==> config.mk <==
export PLATFORM = sky130hd
export DESIGN_NAME = time_sync_ctrl_flat
export DESIGN_NICKNAME = d
export VERILOG_FILES = /design/src/rtl/time_sync_ctrl_if.sv /design/src/rtl/time_sync_ctrl.sv /design/src/flat_wrapper.sv
export SDC_FILE = /design/constraint.sdc
export NUM_CORES = 1
export LEC_CHECK = 0
export ABC_CLOCK_PERIOD_IN_PS = 3750
export CAP_MARGIN = 0
export CORE_UTILIZATION = 30
export CTS_CLUSTER_DIAMETER = 150
export DETAILED_ROUTE_END_ITERATION = 12
export PLACE_DENSITY = 0.61
export RECOVER_POWER = 50
export SYNTH_ARGS = -nofsm -noshare
export SYNTH_HDL_FRONTEND = slang
export SYNTH_SLANG_ARGS = --single-unit
export TNS_END_PERCENT = 100
==> constraint.sdc <==
create_clock -name clk -period 3.75 [get_ports clk]
set_input_delay 0.75 -clock clk [delete_from_list [all_inputs] [get_ports clk]]
set_output_delay 0.75 -clock clk [all_outputs]
set_load 0.02 [all_outputs]
==> src/rtl/time_sync_ctrl_if.sv <==
// Fetcher/clock-core link for time_sync_ctrl: the controller is the master side.
// All signals are single-cycle strobes: fetch_en starts one fetch; fetch_done (with fetch_err) ends it
// and is only honoured while a fetch is outstanding; set_pulse qualifies set_value for one cycle.
interface time_sync_ctrl_if #(
  parameter int TS_W  = 32,
  parameter int OUT_W = 64
);
  logic             fetch_en;
  logic             fetch_done;
  logic             fetch_err;
  logic [TS_W-1:0]  fetch_value;
  logic             set_pulse;
  logic [OUT_W-1:0] set_value;

  modport master (
    output fetch_en, set_pulse, set_value,
    input  fetch_done, fetch_err, fetch_value
  );

  modport slave (
    input  fetch_en, set_pulse, set_value,
    output fetch_done, fetch_err, fetch_value
  );
endinterface

==> src/rtl/time_sync_ctrl.sv <==
// Time fetch sequencer: button/auto trigger, timeout with bounded retries and backoff,
// cancel on a second key press, and a one-cycle set strobe into the clock core.
module time_sync_ctrl #(
  parameter int TS_W        = 32,
  parameter int OUT_W       = 64,
  parameter int TIMEOUT_CYC = 50_000_000,
  parameter int MAX_RETRY   = 2,
  parameter int BACKOFF_CYC = 1_000_000,
  parameter int AUTO_PERIOD = 0
) (
  input  logic                             clk,
  input  logic                             reset,
  input  logic                             req_btn,
  time_sync_ctrl_if.master                 bus,
  output logic                             busy,
  output logic [1:0]                       status,
  output logic [$clog2(MAX_RETRY+2)-1:0]   attempt,
  output logic [2:0]                       o_state
);
  localparam int ATT_W  = $clog2(MAX_RETRY + 2);
  localparam int WAIT_W = $clog2(TIMEOUT_CYC + 1);
  localparam int BO_W   = $clog2(BACKOFF_CYC + 1);
  localparam int AUTO_W = (AUTO_PERIOD > 0) ? $clog2(AUTO_PERIOD + 1) : 1;

  localparam logic [1:0] ST_NONE = 2'd0;
  localparam logic [1:0] ST_OK   = 2'd1;
  localparam logic [1:0] ST_FAIL = 2'd2;
  localparam logic [1:0] ST_CAN  = 2'd3;

  typedef enum logic [2:0] {
    S_IDLE    = 3'd0,
    S_REQ     = 3'd1,
    S_WAIT    = 3'd2,
    S_BACKOFF = 3'd3,
    S_SET     = 3'd4,
    S_DONE    = 3'd5
  } state_t;

  state_t             r_state, w_state;
  logic               r_btn_prev;
  logic               r_fetch_en, w_fetch_en;
  logic               r_set_pulse, w_set_pulse;
  logic [OUT_W-1:0]   r_set_value, w_set_value;
  logic               r_busy;
  logic [1:0]         r_status, w_status;
  logic [ATT_W-1:0]   r_attempt, w_attempt;
  logic [WAIT_W-1:0]  r_wait_cnt, w_wait_cnt;
  logic [BO_W-1:0]    r_bo_cnt, w_bo_cnt;
  logic [AUTO_W-1:0]  r_auto_cnt, w_auto_cnt;
  logic               w_btn_rise;
  logic               w_auto_hit;

  assign w_btn_rise = req_btn & ~r_btn_prev;
  assign w_auto_hit = (AUTO_PERIOD != 0) && (r_auto_cnt == '0);

  always_ff @(posedge clk or posedge reset) begin
    if (reset) begin
      r_state     <= S_IDLE;
      r_btn_prev  <= 1'b1;
      r_fetch_en  <= 1'b0;
      r_set_pulse <= 1'b0;
      r_set_value <= '0;
      r_busy      <= 1'b0;
      r_status    <= ST_NONE;
      r_attempt   <= '0;
      r_wait_cnt  <= '0;
      r_bo_cnt    <= '0;
      r_auto_cnt  <= AUTO_W'(AUTO_PERIOD);
    end else begin
      r_state     <= w_state;
      r_btn_prev  <= req_btn;
      r_fetch_en  <= w_fetch_en;
      r_set_pulse <= w_set_pulse;
      r_set_value <= w_set_value;
      r_busy      <= (w_state != S_IDLE);
      r_status    <= w_status;
      r_attempt   <= w_attempt;
      r_wait_cnt  <= w_wait_cnt;
      r_bo_cnt    <= w_bo_cnt;
      r_auto_cnt  <= w_auto_cnt;
    end
  end

  // Strobes are computed from the transition so they line up with the state they belong to.
  always_comb begin
    w_state     = r_state;
    w_fetch_en  = 1'b0;
    w_set_pulse = 1'b0;
    w_set_value = r_set_value;
    w_status    = r_status;
    w_attempt   = r_attempt;
    w_wait_cnt  = r_wait_cnt;
    w_bo_cnt    = r_bo_cnt;
    w_auto_cnt  = r_auto_cnt;
    case (r_state)
      S_IDLE: begin
        if (r_auto_cnt != '0) w_auto_cnt = r_auto_cnt - AUTO_W'(1);
        if (w_btn_rise || w_auto_hit) begin
          w_state    = S_REQ;
          w_attempt  = ATT_W'(1);
          w_fetch_en = 1'b1;
        end
      end
      S_REQ: begin
        w_wait_cnt = WAIT_W'(TIMEOUT_CYC);
        w_state    = S_WAIT;
      end
      S_WAIT: begin
        if (r_wait_cnt != '0) w_wait_cnt = r_wait_cnt - WAIT_W'(1);
        if (bus.fetch_done && !bus.fetch_err) begin
          w_set_value = OUT_W'(bus.fetch_value);
          w_set_pulse = 1'b1;
          w_state     = S_SET;
        end else if (w_btn_rise) begin
          w_status = ST_CAN;
          w_state  = S_DONE;
        end else if (bus.fetch_err || (r_wait_cnt == WAIT_W'(1))) begin
          if (r_attempt <= ATT_W'(MAX_RETRY)) begin
            w_bo_cnt = BO_W'(BACKOFF_CYC);
            w_state  = S_BACKOFF;
          end else begin
            w_status = ST_FAIL;
            w_state  = S_DONE;
          end
        end
      end
      S_BACKOFF: begin
        if (r_bo_cnt != '0) w_bo_cnt = r_bo_cnt - BO_W'(1);
        if (w_btn_rise) begin
          w_status = ST_CAN;
          w_state  = S_DONE;
        end else if (r_bo_cnt == BO_W'(1)) begin
          w_attempt  = r_attempt + ATT_W'(1);
          w_fetch_en = 1'b1;
          w_state    = S_REQ;
        end
      end
      S_SET: begin
        w_status = ST_OK;
        w_state  = S_DONE;
      end
      S_DONE: begin
        w_auto_cnt = AUTO_W'(AUTO_PERIOD);
        w_state    = S_IDLE;
      end
      default: w_state = S_IDLE;
    endcase
  end

  assign bus.fetch_en  = r_fetch_en;
  assign bus.set_pulse = r_set_pulse;
  assign bus.set_value = r_set_value;
  assign busy          = r_busy;
  assign status        = r_status;
  assign attempt       = r_attempt;
  assign o_state       = r_state;
endmodule

==> src/flat_wrapper.sv <==
// flat-port wrapper written by rule: the top's interface ports become plain ports
module time_sync_ctrl_flat 
#(
  parameter int TS_W        = 32,
  parameter int OUT_W       = 64,
  parameter int TIMEOUT_CYC = 50_000_000,
  parameter int MAX_RETRY   = 2,
  parameter int BACKOFF_CYC = 1_000_000,
  parameter int AUTO_PERIOD = 0
)
  (clk, reset, req_btn, busy, status, attempt, o_state, bus_fetch_en, bus_set_pulse, bus_set_value, bus_fetch_done, bus_fetch_err, bus_fetch_value);
  time_sync_ctrl_if #(.TS_W(TS_W), .OUT_W(OUT_W)) bus_i ();
  input  logic clk;
  input  logic reset;
  input  logic req_btn;
  output logic busy;
  output logic [1:0] status;
  output logic [$clog2(MAX_RETRY+2)-1:0] attempt;
  output logic [2:0] o_state;
  output wire logic [$bits(bus_i.fetch_en)-1:0] bus_fetch_en;
  output wire logic [$bits(bus_i.set_pulse)-1:0] bus_set_pulse;
  output wire logic [$bits(bus_i.set_value)-1:0] bus_set_value;
  input wire logic [$bits(bus_i.fetch_done)-1:0] bus_fetch_done;
  input wire logic [$bits(bus_i.fetch_err)-1:0] bus_fetch_err;
  input wire logic [$bits(bus_i.fetch_value)-1:0] bus_fetch_value;
  assign bus_fetch_en = bus_i.fetch_en;
  assign bus_set_pulse = bus_i.set_pulse;
  assign bus_set_value = bus_i.set_value;
  assign bus_i.fetch_done = bus_fetch_done;
  assign bus_i.fetch_err = bus_fetch_err;
  assign bus_i.fetch_value = bus_fetch_value;
  time_sync_ctrl #(.TS_W(TS_W), .OUT_W(OUT_W), .TIMEOUT_CYC(TIMEOUT_CYC), .MAX_RETRY(MAX_RETRY), .BACKOFF_CYC(BACKOFF_CYC), .AUTO_PERIOD(AUTO_PERIOD)) u_core (.clk(clk), .reset(reset), .req_btn(req_btn), .bus(bus_i), .busy(busy), .status(status), .attempt(attempt), .o_state(o_state));
endmodule
==> PnR_summary.wiki <==
{| class="wikitable"
! Metric !! Value
|-
| Cell class contributing the biggest share of worst-path delay || simple AND/OR/NAND/NOR gates
|-
| GP Congestion || around 0.86
|-
| Clock tree skew after final layout || 11.4 ps
|-
| FF-to-FF End || u_core.r_wait_cnt[12]
|-
| Setup slack, reg-to-reg || around 1100 ps
|-
| R2r startpoint || u_core.r_wait_cnt[3]
|-
| Global-route wire length before repair || between 15000 and 20000 um
|-
| Arr. time, crit path || roughly 2800 ps
|-
| Antenna Nets Post-Route || 0
|-
| Wire length after detailed routing || ~11000 um
|-
| Unrepaired setup endpoints after global routing || no
|-
| Total of max-cap violations || 1
|-
| Placement Cell Area || about 5500 um2
|-
| Hold Slack || 469 ps
|-
| Final period util || a little under three quarters
|-
| Overall power after layout || just over 4 mW
|-
| All-Layer GR Usage || 14.1%
|-
| Delay of the slowest critical-path stage || approximately 700 ps
|-
| Net count, final || slightly above 600
|-
| Final hold vios || 0
|-
| Die height || around 130 um
|-
| Number of flops mapped to enable cells by yosys || 0
|-
| Hold Crit Depth || 2
|-
| Fillers || around 1500
|-
| Worst relative slew slack || -47.1%
|-
| Count of buffers from port buffering || 78
|-
| Crit path max fanout || 13
|-
| Number of distinct library cell variants in the gate-level netlist after synthesis || 63
|-
| Die outline area || between 15000 and 20000 um2
|-
| Total vias in the final route || between 3000 and 4000
|-
| Worst-case vdd ir drop || approximately 300 uV
|-
| Portion of total power attributed to combinational logic || approximately two fifths
|-
| Iteration-0 DRC Markers || between 200 and 300
|-
| Fraction of layout cells with a size suffix above 1 || between 6 and 7%
|-
| Total Neg Setup Slack || 0 ps
|-
| Number of global-route vias before repair || roughly 3800
|-
| Path type of the worst setup path || reg -> reg
|-
| Reg clk slew, reported paths || around 60 ps
|-
| Min-Delay Path Class || reg -> reg
|-
| Synth Flop Type || sky130_fd_sc_hd__dfrtp_1
|-
| Number of buffers created by CTS || 9
|-
| Count of unresolved DRC violations after routing || 0
|-
| Number of clock sinks || between 80 and 90
|-
| Max Slew Vio Count || 47
|-
| Share of the yosys chip area belonging to registers || around 48%
|-
| Final-report setup violation count || 0
|-
| Seq pwr share || around 38%
|-
| WL/cell || roughly 14 um
|-
| Area of the mapped netlist || roughly 4700 um2
|-
| P_sw || between 1.5 and 2 mW
|-
| First-pass DRT Iterations || 4
|-
| Number of warnings printed during yosys synthesis || 0
|-
| Cells along the critical path || or4_1 -> or4_4 -> o211ai_2 -> or4_1 -> nand3_1
|-
| Relative area change from synthesis to final layout || 24.6%
|-
| Hold-fix buffers at CTS || 0
|-
| Yosys reg bits || between 80 and 90
|-
| Cell at the slowest stage of the critical path || sky130_fd_sc_hd__or4_1
|-
| Maximum clock frequency || between 300 and 400 MHz
|-
| Num rows || 45
|-
| Bufs and invs on worst path || 0
|-
| Leakage power figure || roughly 2.5 nW
|-
| IO Pins || 111
|-
| Critical path data required time || 3920 ps
|-
| Width of the die || 127 um
|-
| Initial core utilization || 30.7%
|-
| Grt ovf || 0
|-
| Outcome || finished, violations left
|-
| Area of the placeable core || 15100 um2
|-
| Fraction of registers with async set/reset || 100%
|-
| Depth of the CTS H-tree || 3
|-
| Share of the synthesized area in the top cell type || 47.3%
|-
| PnR worst setup slack || 1090 ps
|-
| Worst R2R Path Depth || 5
|-
| Pre-CTS worst setup slack || ~1100 ps
|-
| Cell types with the largest area share after synthesis || sky130_fd_sc_hd__dfrtp_1, sky130_fd_sc_hd__nand2_1, sky130_fd_sc_hd__buf_4
|-
| Cell repeated most along the worst path || sky130_fd_sc_hd__or4_1
|-
| Multi-input combinational cell area || 2180 um2
|-
| End point of the worst hold path || u_core.bus.set_value[21]
|-
| Routed vias/inst || 5.08
|-
| Pwr Density || 705 nW/um2
|-
| Number of gates resized after CTS || 0
|-
| Part of the total power dissipated in the clock network || a little under a quarter
|-
| Final period demand of the worst path || between 2000 and 3000 ps
|-
| CTS tree || done
|-
| Pin count of the biggest net entering global routing || 48
|-
| HPWL reported at the end of detailed placement || about 7600 um
|-
| Root Buffer || sky130_fd_sc_hd__clkbuf_16
|-
| Maximum count of clock buffers along a single path || 2
|-
| Clk_lat worst skew || 340 ps
|-
| Antenna violations before repair || 0
|-
| Kind of capture point of the worst setup path || register
|-
| Combined flip-flop and latch cell area || approximately 2200 um2
|-
| Top cell type by total area after synthesis || sky130_fd_sc_hd__dfrtp_1
|-
| Synth Area per Inst || ~9 um2
|-
| Count of buffers added by post-CTS timing repair for setup || 0
|-
| Sw frac || 39.5%
|-
| P_int || between 2 and 2.5 mW
|-
| Worst setup SP type || register
|-
| Violated checks || capacitance limit, slew limit
|-
| Hold Path Origin || u_core.bus.set_value[21]
|-
| Pin slew with the least headroom to its limit || approximately 2200 ps
|-
| Final std cell area, no fill || 5800 um2
|-
| Post-Syn Instances || between 500 and 600
|-
| Inserted Diodes || 0
|}
==> tightest hold or removal path, cell delays in order, from the launching register on <==
cell                      delay [ps]
sky130_fd_sc_hd__dfrtp_1         340
sky130_fd_sc_hd__nand2_1          50
sky130_fd_sc_hd__nand2_1          50
==> through the flow <==
step / cells / util [%]
6_report: 769 / 38.3
5_1_grt: 769 / 38.3
4_1_cts: 769 / 38.3
3_5_place_dp: 753 / 36.3
3_3_place_gp: 753 / 36.3
2_1_floorplan: 536 / -
==> layer usage <==
layer / up-vias / global-route usage, % / routed length (um)
met3: 13 / 3.04 / 354
li1: 1882 / - / -
met2: 90 / 23.4 / 5380
met1: 1925 / 18.1 / 5130
met5: - / 0 / 0
met4: 0 / 5.39 / 167
==> cell families after synthesis <==
kind of cell	Yosys count	synth area share, %
muxes	7	1.56
and+or+nand+nor	241	26.0
adders and majority gates	7	1.88
other	1	0.0806
xor gates and xnor gates	2	0.376
AOI/OAI and AO/OA	97	14.4
buffers and inverters	61	7.85
DFF	89	47.9
==> Yosys cell counts, drive strengths merged (10+ instances only) <==
| cell | count |
|---|---|
| dfrtp | 88 |
| or3 | 16 |
| nor2 | 20 |
| clkbuf | 11 |
| o21ai | 17 |
| or4 | 20 |
| nand2 | 116 |
| buf | 42 |
| nor4 | 10 |
| nand3 | 16 |
| a21oi | 22 |
| o31ai | 17 |
==> worst max-delay path by stage <==
stage / depth (start not counted) / start / to / slack [ps]
6_report: 5 / u_core.r_wait_cnt[3] / u_core.r_wait_cnt[12] / 1090
3_5_place_dp: 7 / u_core.r_wait_cnt[1] / u_core.r_wait_cnt[12] / 1090
2_1_floorplan: 1 / reset / u_core.attempt[0] / 690
5_1_grt: 5 / u_core.r_wait_cnt[9] / u_core.r_wait_cnt[12] / 900
3_3_place_gp: 7 / bus_fetch_err / u_core.r_bo_cnt[1] / 1110
4_1_cts: 7 / u_core.r_wait_cnt[1] / u_core.r_wait_cnt[12] / 1090
==> area by class of cell <==
cell class	instances	area share, %
inverter	8	0.539
clock inverter	7	1.36
timing repair buffer	82	14.2
tap	188	4.06
sequential	89	38.4
clock buffer	9	3.88
multi-input combinational	386	37.5
==> registers in the layout (all words and copies together), names as in the netlist <==
register and flops:
u_core.o_state 3, u_core.busy 1, u_core.r_btn_prev 1, u_core.bus.fetch_en 1
u_core.bus.set_pulse 1, u_core.bus.set_value 32, u_core.r_bo_cnt 20, u_core.r_wait_cnt 26
u_core.status 2, u_core.attempt 2
==> power by group through the flow <==
stage | clock network (mW) | registers [mW] | logic, mW
after floorplan | 0 | 1.74 | 0.796
after global placement | 0 | 1.54 | 1.62
after detailed placement | 0 | 1.56 | 1.66
after CTS | 0.947 | 1.55 | 1.67
after global routing | 0.978 | 1.60 | 1.78
final | 0.922 | 1.55 | 1.62
==> layout by cell type (no fill, tap or decap), types with 3 or more instances in the layout <==
cell type,synthesis,layout
sky130_fd_sc_hd__or3_1,16,16
sky130_fd_sc_hd__conb_1,1,32
sky130_fd_sc_hd__and2_1,5,5
sky130_fd_sc_hd__nand2b_1,6,6
sky130_fd_sc_hd__buf_4,33,3
sky130_fd_sc_hd__dlygate4sd3_1,0,22
sky130_fd_sc_hd__o211ai_1,4,4
sky130_fd_sc_hd__nor4_1,9,9
sky130_fd_sc_hd__o21a_1,5,5
sky130_fd_sc_hd__ha_1,7,7
sky130_fd_sc_hd__clkbuf_16,0,9
sky130_fd_sc_hd__nand4b_1,3,3
sky130_fd_sc_hd__or4_1,18,18
sky130_fd_sc_hd__a31oi_1,5,5
sky130_fd_sc_hd__clkdlybuf4s50_1,0,56
sky130_fd_sc_hd__nor2_1,20,20
sky130_fd_sc_hd__o31ai_1,17,17
sky130_fd_sc_hd__dfrtp_1,88,88
sky130_fd_sc_hd__or2_2,4,4
sky130_fd_sc_hd__nor3_1,8,8
sky130_fd_sc_hd__nand2_1,116,116
sky130_fd_sc_hd__clkinvlp_4,0,3
sky130_fd_sc_hd__a21oi_1,22,22
sky130_fd_sc_hd__o21ai_0,15,15
sky130_fd_sc_hd__nand3_1,16,16
sky130_fd_sc_hd__a21o_1,4,4
sky130_fd_sc_hd__inv_1,8,7
sky130_fd_sc_hd__mux2i_1,5,5
Power figures use the tool's default switching activity.
